$ cat config.mk
export PLATFORM = sky130hd
export DESIGN_NAME = dsram_port_arbiter_flat
export DESIGN_NICKNAME = d
export VERILOG_FILES = /design/src/rtl/dsram_port_arbiter_if.sv /design/src/rtl/dsram_port_arbiter.sv /design/src/flat_wrapper.sv
export SDC_FILE = /design/constraint.sdc
export NUM_CORES = 1
export LEC_CHECK = 0
export ABC_CLOCK_PERIOD_IN_PS = 4050
export CAP_MARGIN = 15
export CORE_AREA = 2 2 120 122
export CTS_CLUSTER_DIAMETER = 30
export CTS_CLUSTER_SIZE = 28
export DETAILED_ROUTE_END_ITERATION = 10
export DIE_AREA = 0 0 122 124
export PLACE_DENSITY = 0.59
export RECOVER_POWER = 50
export SLEW_MARGIN = 15
export SYNTH_ARGS = -nofsm -noshare
export SYNTH_HDL_FRONTEND = slang
export SYNTH_SLANG_ARGS = --single-unit
$ cat constraint.sdc
create_clock -name clk -period 4.05 [get_ports clk]
set_input_delay 0.81 -clock clk [delete_from_list [all_inputs] [get_ports clk]]
set_output_delay 0.81 -clock clk [all_outputs]
set_load 0.01 [all_outputs]
$ cat src/rtl/dsram_port_arbiter_if.sv
// Bundle of the two requester ports and the single data-SRAM port shared by dsram_port_arbiter.
// master: requesters plus SRAM side (drives requests and sram_rdata); slave: the arbiter.
interface dsram_port_arbiter_if #(
    parameter int AW = 32,
    parameter int DW = 32
);
    localparam int BW = DW / 8;

    logic          m0_req;
    logic [BW-1:0] m0_wen;
    logic [AW-1:0] m0_addr;
    logic [DW-1:0] m0_wdata;
    logic          m0_stallreq;
    logic          m0_rvalid;
    logic [DW-1:0] m0_rdata;

    logic          m1_req;
    logic [BW-1:0] m1_wen;
    logic [AW-1:0] m1_addr;
    logic [DW-1:0] m1_wdata;
    logic          m1_gnt;
    logic          m1_rvalid;
    logic [DW-1:0] m1_rdata;

    logic          sram_en;
    logic [BW-1:0] sram_wen;
    logic [AW-1:0] sram_addr;
    logic [DW-1:0] sram_wdata;
    logic [DW-1:0] sram_rdata;

    modport master (
        output m0_req, m0_wen, m0_addr, m0_wdata,
        output m1_req, m1_wen, m1_addr, m1_wdata,
        output sram_rdata,
        input  m0_stallreq, m0_rvalid, m0_rdata,
        input  m1_gnt, m1_rvalid, m1_rdata,
        input  sram_en, sram_wen, sram_addr, sram_wdata
    );

    modport slave (
        input  m0_req, m0_wen, m0_addr, m0_wdata,
        input  m1_req, m1_wen, m1_addr, m1_wdata,
        input  sram_rdata,
        output m0_stallreq, m0_rvalid, m0_rdata,
        output m1_gnt, m1_rvalid, m1_rdata,
        output sram_en, sram_wen, sram_addr, sram_wdata
    );
endinterface

$ cat src/rtl/dsram_port_arbiter.sv
// Shares the data-SRAM port between the pipeline (m0) and a secondary master (m1).
// Define DSRAM_ROUND_ROBIN_EN for round-robin arbitration; default is m0 priority with m1 starvation guard.
module dsram_port_arbiter #(
    parameter int AW       = 32,
    parameter int DW       = 32,
    parameter int MAX_WAIT = 8
) (
    input logic                 clk,
    input logic                 rst,
    dsram_port_arbiter_if.slave bus
);
    localparam int BW = DW / 8;

    logic          gnt0;
    logic          gnt1;
    logic          rd_valid_q;
    logic          rd_id_q;
    logic [BW-1:0] wen_mux;
    logic [AW-1:0] addr_mux;
    logic [DW-1:0] wdata_mux;

`ifdef DSRAM_ROUND_ROBIN_EN
    logic last_gnt_q;
`else
    localparam int WW = $clog2(MAX_WAIT + 1);
    logic [WW-1:0] wait_cnt;
    logic          forced;

    assign forced = bus.m1_req && (wait_cnt == WW'(MAX_WAIT));
`endif

    // Grants are held off during reset so every output reads 0 while rst is high.
    always_comb begin
        // NOTE: default every always_comb output first so no path leaves it unassigned (no latch).
        gnt0 = 1'b0;
        gnt1 = 1'b0;
        if (!rst) begin
`ifdef DSRAM_ROUND_ROBIN_EN
            if (bus.m0_req && bus.m1_req) begin
                gnt0 = last_gnt_q;
                gnt1 = !last_gnt_q;
            end else begin
                gnt0 = bus.m0_req;
                gnt1 = bus.m1_req;
            end
`else
            if (forced)
                gnt1 = 1'b1;
            else if (bus.m0_req)
                gnt0 = 1'b1;
            else
                gnt1 = bus.m1_req;
`endif
        end
    end

    always_comb begin
        wen_mux   = '0;
        addr_mux  = '0;
        wdata_mux = '0;
        if (gnt0) begin
            wen_mux   = bus.m0_wen;
            addr_mux  = bus.m0_addr;
            wdata_mux = bus.m0_wdata;
        end else if (gnt1) begin
            wen_mux   = bus.m1_wen;
            addr_mux  = bus.m1_addr;
            wdata_mux = bus.m1_wdata;
        end
    end

    assign bus.sram_en     = gnt0 | gnt1;
    assign bus.sram_wen    = wen_mux;
    assign bus.sram_addr   = addr_mux;
    assign bus.sram_wdata  = wdata_mux;
    assign bus.m0_stallreq = bus.m0_req && !gnt0 && !rst;
    assign bus.m1_gnt      = gnt1;

    // A response still in flight when reset arrives is dropped, not delivered.
    assign bus.m0_rvalid = rd_valid_q && !rd_id_q && !rst;
    assign bus.m1_rvalid = rd_valid_q && rd_id_q && !rst;
    assign bus.m0_rdata  = bus.m0_rvalid ? bus.sram_rdata : '0;
    assign bus.m1_rdata  = bus.m1_rvalid ? bus.sram_rdata : '0;

    always_ff @(posedge clk) begin
        if (rst) begin
            // NOTE: sequential state uses non-blocking assignments only, so all registers update together.
            rd_valid_q <= 1'b0;
            rd_id_q    <= 1'b0;
`ifdef DSRAM_ROUND_ROBIN_EN
            last_gnt_q <= 1'b1;
`else
            wait_cnt   <= '0;
`endif
        end else begin
            rd_valid_q <= (gnt0 && bus.m0_wen == '0) || (gnt1 && bus.m1_wen == '0);
            rd_id_q    <= gnt1 && bus.m1_wen == '0;
`ifdef DSRAM_ROUND_ROBIN_EN
            if (gnt0 || gnt1)
                last_gnt_q <= gnt1;
`else
            if (!bus.m1_req || gnt1)
                wait_cnt <= '0;
            else if (wait_cnt != WW'(MAX_WAIT))
                wait_cnt <= wait_cnt + 1'b1;
`endif
        end
    end
endmodule

$ cat src/flat_wrapper.sv
// flat-port wrapper written by rule: the top's interface ports become plain ports
module dsram_port_arbiter_flat 
#(
    parameter int AW       = 32,
    parameter int DW       = 32,
    parameter int MAX_WAIT = 8
)
  (clk, rst, bus_m0_req, bus_m0_wen, bus_m0_addr, bus_m0_wdata, bus_m1_req, bus_m1_wen, bus_m1_addr, bus_m1_wdata, bus_sram_rdata, bus_m0_stallreq, bus_m0_rvalid, bus_m0_rdata, bus_m1_gnt, bus_m1_rvalid, bus_m1_rdata, bus_sram_en, bus_sram_wen, bus_sram_addr, bus_sram_wdata);
  dsram_port_arbiter_if #(.AW(AW), .DW(DW)) bus_i ();
  input logic clk;
  input logic rst;
  input wire logic [$bits(bus_i.m0_req)-1:0] bus_m0_req;
  input wire logic [$bits(bus_i.m0_wen)-1:0] bus_m0_wen;
  input wire logic [$bits(bus_i.m0_addr)-1:0] bus_m0_addr;
  input wire logic [$bits(bus_i.m0_wdata)-1:0] bus_m0_wdata;
  input wire logic [$bits(bus_i.m1_req)-1:0] bus_m1_req;
  input wire logic [$bits(bus_i.m1_wen)-1:0] bus_m1_wen;
  input wire logic [$bits(bus_i.m1_addr)-1:0] bus_m1_addr;
  input wire logic [$bits(bus_i.m1_wdata)-1:0] bus_m1_wdata;
  input wire logic [$bits(bus_i.sram_rdata)-1:0] bus_sram_rdata;
  output wire logic [$bits(bus_i.m0_stallreq)-1:0] bus_m0_stallreq;
  output wire logic [$bits(bus_i.m0_rvalid)-1:0] bus_m0_rvalid;
  output wire logic [$bits(bus_i.m0_rdata)-1:0] bus_m0_rdata;
  output wire logic [$bits(bus_i.m1_gnt)-1:0] bus_m1_gnt;
  output wire logic [$bits(bus_i.m1_rvalid)-1:0] bus_m1_rvalid;
  output wire logic [$bits(bus_i.m1_rdata)-1:0] bus_m1_rdata;
  output wire logic [$bits(bus_i.sram_en)-1:0] bus_sram_en;
  output wire logic [$bits(bus_i.sram_wen)-1:0] bus_sram_wen;
  output wire logic [$bits(bus_i.sram_addr)-1:0] bus_sram_addr;
  output wire logic [$bits(bus_i.sram_wdata)-1:0] bus_sram_wdata;
  assign bus_i.m0_req = bus_m0_req;
  assign bus_i.m0_wen = bus_m0_wen;
  assign bus_i.m0_addr = bus_m0_addr;
  assign bus_i.m0_wdata = bus_m0_wdata;
  assign bus_i.m1_req = bus_m1_req;
  assign bus_i.m1_wen = bus_m1_wen;
  assign bus_i.m1_addr = bus_m1_addr;
  assign bus_i.m1_wdata = bus_m1_wdata;
  assign bus_i.sram_rdata = bus_sram_rdata;
  assign bus_m0_stallreq = bus_i.m0_stallreq;
  assign bus_m0_rvalid = bus_i.m0_rvalid;
  assign bus_m0_rdata = bus_i.m0_rdata;
  assign bus_m1_gnt = bus_i.m1_gnt;
  assign bus_m1_rvalid = bus_i.m1_rvalid;
  assign bus_m1_rdata = bus_i.m1_rdata;
  assign bus_sram_en = bus_i.sram_en;
  assign bus_sram_wen = bus_i.sram_wen;
  assign bus_sram_addr = bus_i.sram_addr;
  assign bus_sram_wdata = bus_i.sram_wdata;
  dsram_port_arbiter #(.AW(AW), .DW(DW), .MAX_WAIT(MAX_WAIT)) u_core (.clk(clk), .rst(rst), .bus(bus_i));
endmodule
==> results of run 1 <==
==> cell usage in the layout (no fill, tap or decap), types with 2 or more instances in the layout <==
| cell | Yosys | routed |
|---|---|---|
| dlygate4sd3_1 | 0 | 39 |
| clkbuf_16 | 0 | 3 |
| nand3_1 | 4 | 4 |
| nor2_1 | 6 | 6 |
| o2111ai_1 | 3 | 3 |
| and2_1 | 64 | 38 |
| clkdlybuf4s50_1 | 0 | 269 |
| inv_1 | 5 | 5 |
| a22o_1 | 65 | 65 |
| nand2_1 | 3 | 3 |
| dfxtp_1 | 6 | 6 |
| and2_0 | 0 | 26 |
| ha_1 | 2 | 2 |
| clkbuf_2 | 0 | 2 |
| buf_12 | 0 | 2 |
==> report_power, final <==
| part | internal [W] | switching [W] | leakage [nW] |
|---|---|---|---|
| sequential | 0.0000602 | 0.000000621 | 0.0485 |
| clock | 0.000127 | 0.0000333 | 0.0370 |
| combinational | 0.000249 | 0.000113 | 1.83 |
| total | 0.000436 | 0.000147 | 1.91 |
==> registers in the layout, summed over array words and instances, names as in the netlist <==
name               flops
u_core.wait_cnt        4
u_core.rd_id_q         1
u_core.rd_valid_q      1
==> critical path: stages <==
cell and delay, ns:
dlygate4sd3_1 0.61, nand2b_1 0.25, a21oi_4 0.28, buf_12 0.28, a22o_1 0.23, clkdlybuf4s50_1 0.56
==> cells in the mapped netlist, drive strengths merged (2+ instances only) <==
master,count,share of area [%]
clkbuf,7,1.8
and2,65,27
nand3,4,1.3
nand2,3,0.75
nor2,6,1.5
a22o,65,38
ha,2,1.7
dfxtp,6,8.0
buf,13,8.0
o2111ai,3,1.8
inv,5,1.3
==> routing by layer <==
layer | track usage [%] | share of wire (%) | vias to the layer above
met4 | 2.51 | 1.0 | 0
met3 | 3.30 | 11 | 11
li1 | - | - | 1313
met5 | 0 | 0 | -
met2 | 24.5 | 52 | 168
met1 | 14.4 | 37 | 1280
==> logic make-up after synthesis <==
| logic type | Yosys count | synth area share (%) |
|---|---|---|
| AO/OA/AOI/OAI | 71 | 41.8 |
| XOR/XNOR | 2 | 1.17 |
| adder cells (fa/ha/maj) | 2 | 1.68 |
| buffers and inverters | 25 | 11.1 |
| flip-flops | 6 | 8.05 |
| AND/OR/NAND/NOR | 89 | 36.2 |
==> how the worst max path moves through the flow <==
stage / slack [ns] / cells after the start / to
final: 0.17 / 6 / bus_sram_wdata[8]
after global routing: 0.08 / 6 / bus_sram_addr[26]
after CTS: 0.26 / 6 / bus_sram_addr[26]
after detailed placement: 0.26 / 6 / bus_sram_addr[26]
after global placement: 0.28 / 6 / bus_sram_addr[26]
after floorplan: 1.57 / 3 / bus_m0_rdata[19]
==> cell type report <==
class	count	area, um^2	share of cell area, %
timing repair buffer	312	3130	65.4
multi-input combinational	164	1210	25.4
tap	180	225	4.70
sequential	6	120	2.51
clock buffer	3	75.1	1.57
inverter	5	18.8	0.392
==> through the flow <==
| stage | worst slack [ns] | util (%) | instance area, um^2 |
|---|---|---|---|
| after floorplan | 1.57 | - | 1490 |
| after global placement | 0.282 | 34.4 | 4720 |
| after detailed placement | 0.260 | 34.4 | 4720 |
| after CTS | 0.259 | 35.0 | 4800 |
| after global routing | 0.0784 | 34.9 | 4790 |
| final | 0.166 | 34.9 | 4790 |
==> reports/metrics.cfg, run 1 <==
[synthesis]
synthArstFlopShare_pct = 0
synth_warnings = 0
ys_seq_area_share_pct = 8.05
avgSynthCellArea_um2 = 7.65
syn_nets = 369
yosys.cell_types.count = 30
synth-edff-count = 0
synth_top_flop_cell = dfxtp_1
synthCells = 195
synth_area_um2 = 1490
synth-seq-cells = 6

[power_and_ir_drop]
ir_worst_vdd_uv = 135
p_leak_nw = 1.91
total_power_w = 0.000582
p_per_area_nw_per_um2 = 122

[floorplan]
pin_count = 309
die_w_um = 122
fp-row-count = 43
die_area_um2 = 15100
core_area_um2 = 13700
die_y_um = 124
start_util_pct = 10.9

[detailed_routing]
num_vias = 2772
remaining_drc_errors = 0
vias_per_cell = 4.14
dr.pass1.iters = 4
wl_mm = 11.0
ant_nets = 0
wire_per_inst_um = 16.5
drt_iter0_markers = 92

[final_layout]
drive_gt1_share_pct = 2.04
final_cells = 670
fill_cells = 1382
antennaDiodeCount = 0
area_delta_synth_final_pct = 221
final_nets = 666

[setup_path]
worst_setup_path_start_kind = primary input
reg2reg_setup_slack_ns = 2.59
cp-end-kind = output pin
cp_max_fo = 62
r2r_end = u_core.wait_cnt[0]
crit_type = in2out
r2r-start = u_core.wait_cnt[0]
required_ns = 3.24
crit_arrival_ns = 3.07
cp-startpoint = rst
reg2reg_depth = 5

[clocking]
post-cts-setup-buffer-count = 0
cts_hold_buf = 0
cts_tree = done
clock_latency_ns = 0.23
numClockSinks = 6
clk_pin_slew_ns = 0.03
ctsRootBufferMaster = clkbuf_16
h-tree-depth = 1
cts_inserted_buffers = 3
clk_path_buf_depth = 2
cts_resized = 0

[timing]
setup_tns_ns = 0
slew_violations = 0
relSlewSlack_pct = 65.1
fin_skew_ns = 0.00231
hold_viol = 0
rsz0062_at_grt = false
period_needed_ns = 3.88
setup_violations = 0
timing.final.crit_share_pct = 95.9
max_freq_mhz = 257
worstMarginPinSlew_ns = 0.523
hold_ws_ns = 0.494

[placement]
gp_routability_congestion = 0.746
portBuffers = 308
dpl.hpwl_mm = 9.12
dp_cells = 667

[worst_hold_path]
min_to = u_core.wait_cnt[0]
min_from = u_core.wait_cnt[0]
min-delay-path-class = reg2reg
hold-path-cell-count = 1

[grt]
grt_pass1_wl_mm = 15.3
grt-ovfl-total = 0
grt_pass1_vias = 2777
antenna_found_initial = 0
grtUsageTotal_pct = 12.9
grt_max_degree = 63

[run]
max_cap_violations = 0

[outcome]
outcome = finished clean

No activity file was read; power rests on OpenSTA's default activity.
==> run 2, diff against run 1 <==
--- a/config.mk
+++ b/config.mk
@@ -8,10 +8,12 @@
 export ABC_CLOCK_PERIOD_IN_PS = 4050
 export CAP_MARGIN = 15
 export CORE_AREA = 2 2 120 122
+export CTS_BUF_LIST = sky130_fd_sc_hd__clkbuf_16
 export CTS_CLUSTER_DIAMETER = 30
 export CTS_CLUSTER_SIZE = 28
 export DETAILED_ROUTE_END_ITERATION = 10
 export DIE_AREA = 0 0 122 124
+export GPL_TIMING_DRIVEN = 0
 export PLACE_DENSITY = 0.59
 export RECOVER_POWER = 50
 export SLEW_MARGIN = 15
==> reports/metrics.cfg, run 2 (same netlist as run 1, synthesis figures left out) <==
[placement]
place_area_um2 = 4800  ; +1.7%
portBuffers = 308  ; unchanged
dp_cells = 683  ; +2.4%
gp_routability_congestion = 0.727  ; -2.6%
dpl.hpwl_mm = 9.43  ; +3.3%

[final_layout]
final_cells = 686  ; +2.4%
final_cell_mix = clkdlybuf4s50_1 (253), a22o_1 (65), and2_1 (63), dlygate4sd3_1 (55), clkbuf_1 (9)
regMostFlops = u_core.wait_cnt
drive_gt1_share_pct = 3.36  ; +1.3 points
layout_top_registers = u_core.wait_cnt (4), u_core.rd_id_q (1), u_core.rd_valid_q (1)
area_delta_synth_final_pct = 226
largest_register_ff_count = 4  ; unchanged
final_nets = 682  ; +2.4%
final_area_um2 = 4860  ; +1.5%
antennaDiodeCount = 0  ; unchanged
fill_cells = 1380  ; -0.14%
final_common_cell = clkdlybuf4s50_1

[power_and_ir_drop]
ir_worst_vdd_uv = 81.5  ; -40%
p_per_area_nw_per_um2 = 120  ; -1.7%
p_leak_nw = 2.02  ; +5.7%

[timing]
hold_viol = 0  ; unchanged
setup_violations = 0  ; unchanged
slew_violations = 0  ; unchanged
fin_skew_ns = 0.000933  ; -0.00138 ns
timing.final.crit_share_pct = 95.1  ; -0.84 points
setup_tns_ns = 0  ; unchanged
relSlewSlack_pct = 70.5  ; +5.4 points
max_freq_mhz = 260  ; +0.88%
period_needed_ns = 3.85  ; -0.0340 ns
worstMarginPinSlew_ns = 0.442  ; -0.0815 ns
rsz0062_at_grt = false

[setup_path]
path_cells = clkdlybuf4s50_1 -> nand2b_1 -> a21oi_2 -> buf_4 -> clkbuf_2 -> a22o_1 -> clkdlybuf4s50_1
worst_setup_path_start_kind = primary input
cp_max_fo = 10  ; -84%
crit_type = in2out
slowest_stage = clkdlybuf4s50_1
reg2reg_setup_slack_ns = 2.46  ; -0.13 ns
r2r_end = u_core.rd_valid_q
crit_arrival_ns = 3.04  ; -0.03 ns
cp-startpoint = bus_m1_req
cpPeakStageDelay_ns = 0.61  ; about the same
cp-end-kind = output pin
r2r-start = u_core.wait_cnt[0]
path_common_cell = clkdlybuf4s50_1
reg2reg_depth = 7  ; +2
required_ns = 3.24  ; about the same

[clocking]
clk_path_buf_depth = 2  ; unchanged
numClockSinks = 6  ; unchanged
h-tree-depth = 1  ; unchanged
cts_hold_buf = 0  ; unchanged
cts_inserted_buffers = 3  ; unchanged
clk_pin_slew_ns = 0.03  ; about the same
ctsRootBufferMaster = clkbuf_16
cts_tree = done
clock_latency_ns = 0.23  ; about the same

[floorplan]
core_area_um2 = 13700  ; unchanged
pin_count = 309  ; unchanged
fp-row-count = 43  ; unchanged
die_w_um = 122  ; unchanged
start_util_pct = 10.9  ; unchanged
die_area_um2 = 15100  ; unchanged
die_y_um = 124  ; unchanged

[worst_hold_path]
min_from = u_core.wait_cnt[0]
min-delay-path-class = reg2reg
hold-path-cell-count = 1  ; unchanged
min_to = u_core.wait_cnt[0]

[detailed_routing]
ant_nets = 0  ; unchanged
remaining_drc_errors = 0  ; unchanged
drt_iter0_markers = 92  ; unchanged
wl_mm = 11.0  ; -0.49%
num_vias = 2791  ; +0.69%
vias_per_cell = 4.07  ; -1.7%
dr.pass1.iters = 4  ; unchanged
wire_per_inst_um = 16.0  ; -2.8%

[grt]
grt_max_degree = 11  ; -83%
grt_pass1_vias = 2987  ; +7.6%
grt_pass1_wl_mm = 15.4  ; about the same
antenna_found_initial = 0  ; unchanged
grtUsageTotal_pct = 12.8  ; -0.054 points
grt-ovfl-total = 0  ; unchanged

[run]
max_cap_violations = 0  ; unchanged

[outcome]
outcome = finished clean

## run 2: critical path: cells and delay by family
| kind | cells | cell delay [ns] |
|---|---|---|
| buf+inv | 4 | 1.66 |
| simple gates | 1 | 0.16 |
| compound gates | 2 | 0.40 |
## run 2: how the worst max path moves through the flow
stage	slack (ns)	end
floorplan	1.57	bus_m0_rdata[19]
global placement	0.12	bus_m0_rdata[21]
detailed placement	0.03	bus_m0_rdata[15]
CTS	0.03	bus_m0_rdata[21]
global route	0.05	bus_sram_wdata[19]
finish	0.20	bus_sram_wdata[19]
## run 2: repair_timing
item | CTS | global route
buffers inserted | 0 | 0
resized for setup | 0 | 1
setup endpoints to repair | 0 | 30
## run 2: layout make-up
| type | count | area [um^2] | area share, % |
|---|---|---|---|
| plain buffers | 20 | 131 | 2.70 |
| clock buffers | 3 | 75.1 | 1.54 |
| inverters | 5 | 18.8 | 0.386 |
| multi-input cells | 164 | 1210 | 24.8 |
| flip-flops and latches | 6 | 120 | 2.47 |
| well taps | 180 | 225 | 4.63 |
| repair buffers | 308 | 3080 | 63.4 |
## run 2: metrics by stage
stage / util [%] / hold slack [ns] / total power [W] / setup slack, ns
3_5_place_dp: 35.0 / 0.457 / 0.000432 / 0.0275
3_3_place_gp: 35.0 / 0.444 / 0.000430 / 0.120
6_report: 35.4 / 0.456 / 0.000581 / 0.200
4_1_cts: 35.5 / 0.465 / 0.000597 / 0.0325
5_1_grt: 35.4 / 0.501 / 0.000611 / 0.0483
2_1_floorplan: - / 0.430 / 0.000156 / 1.57
## run 2: per-layer routing
layer	part of all wire [%]	wire [um]	up-vias	global-route usage, %
met4	0.60	66	0	1.94
met2	52	5750	176	25.8
met5	0	0	-	0
met1	37	4040	1260	13.7
li1	-	-	1349	-
met3	10	1140	6	3.11
## run 2: where the power goes
group	switching (W)	internal (W)
combinational	0.000113	0.000248
sequential	0.000000560	0.0000603
clock	0.0000327	0.000127
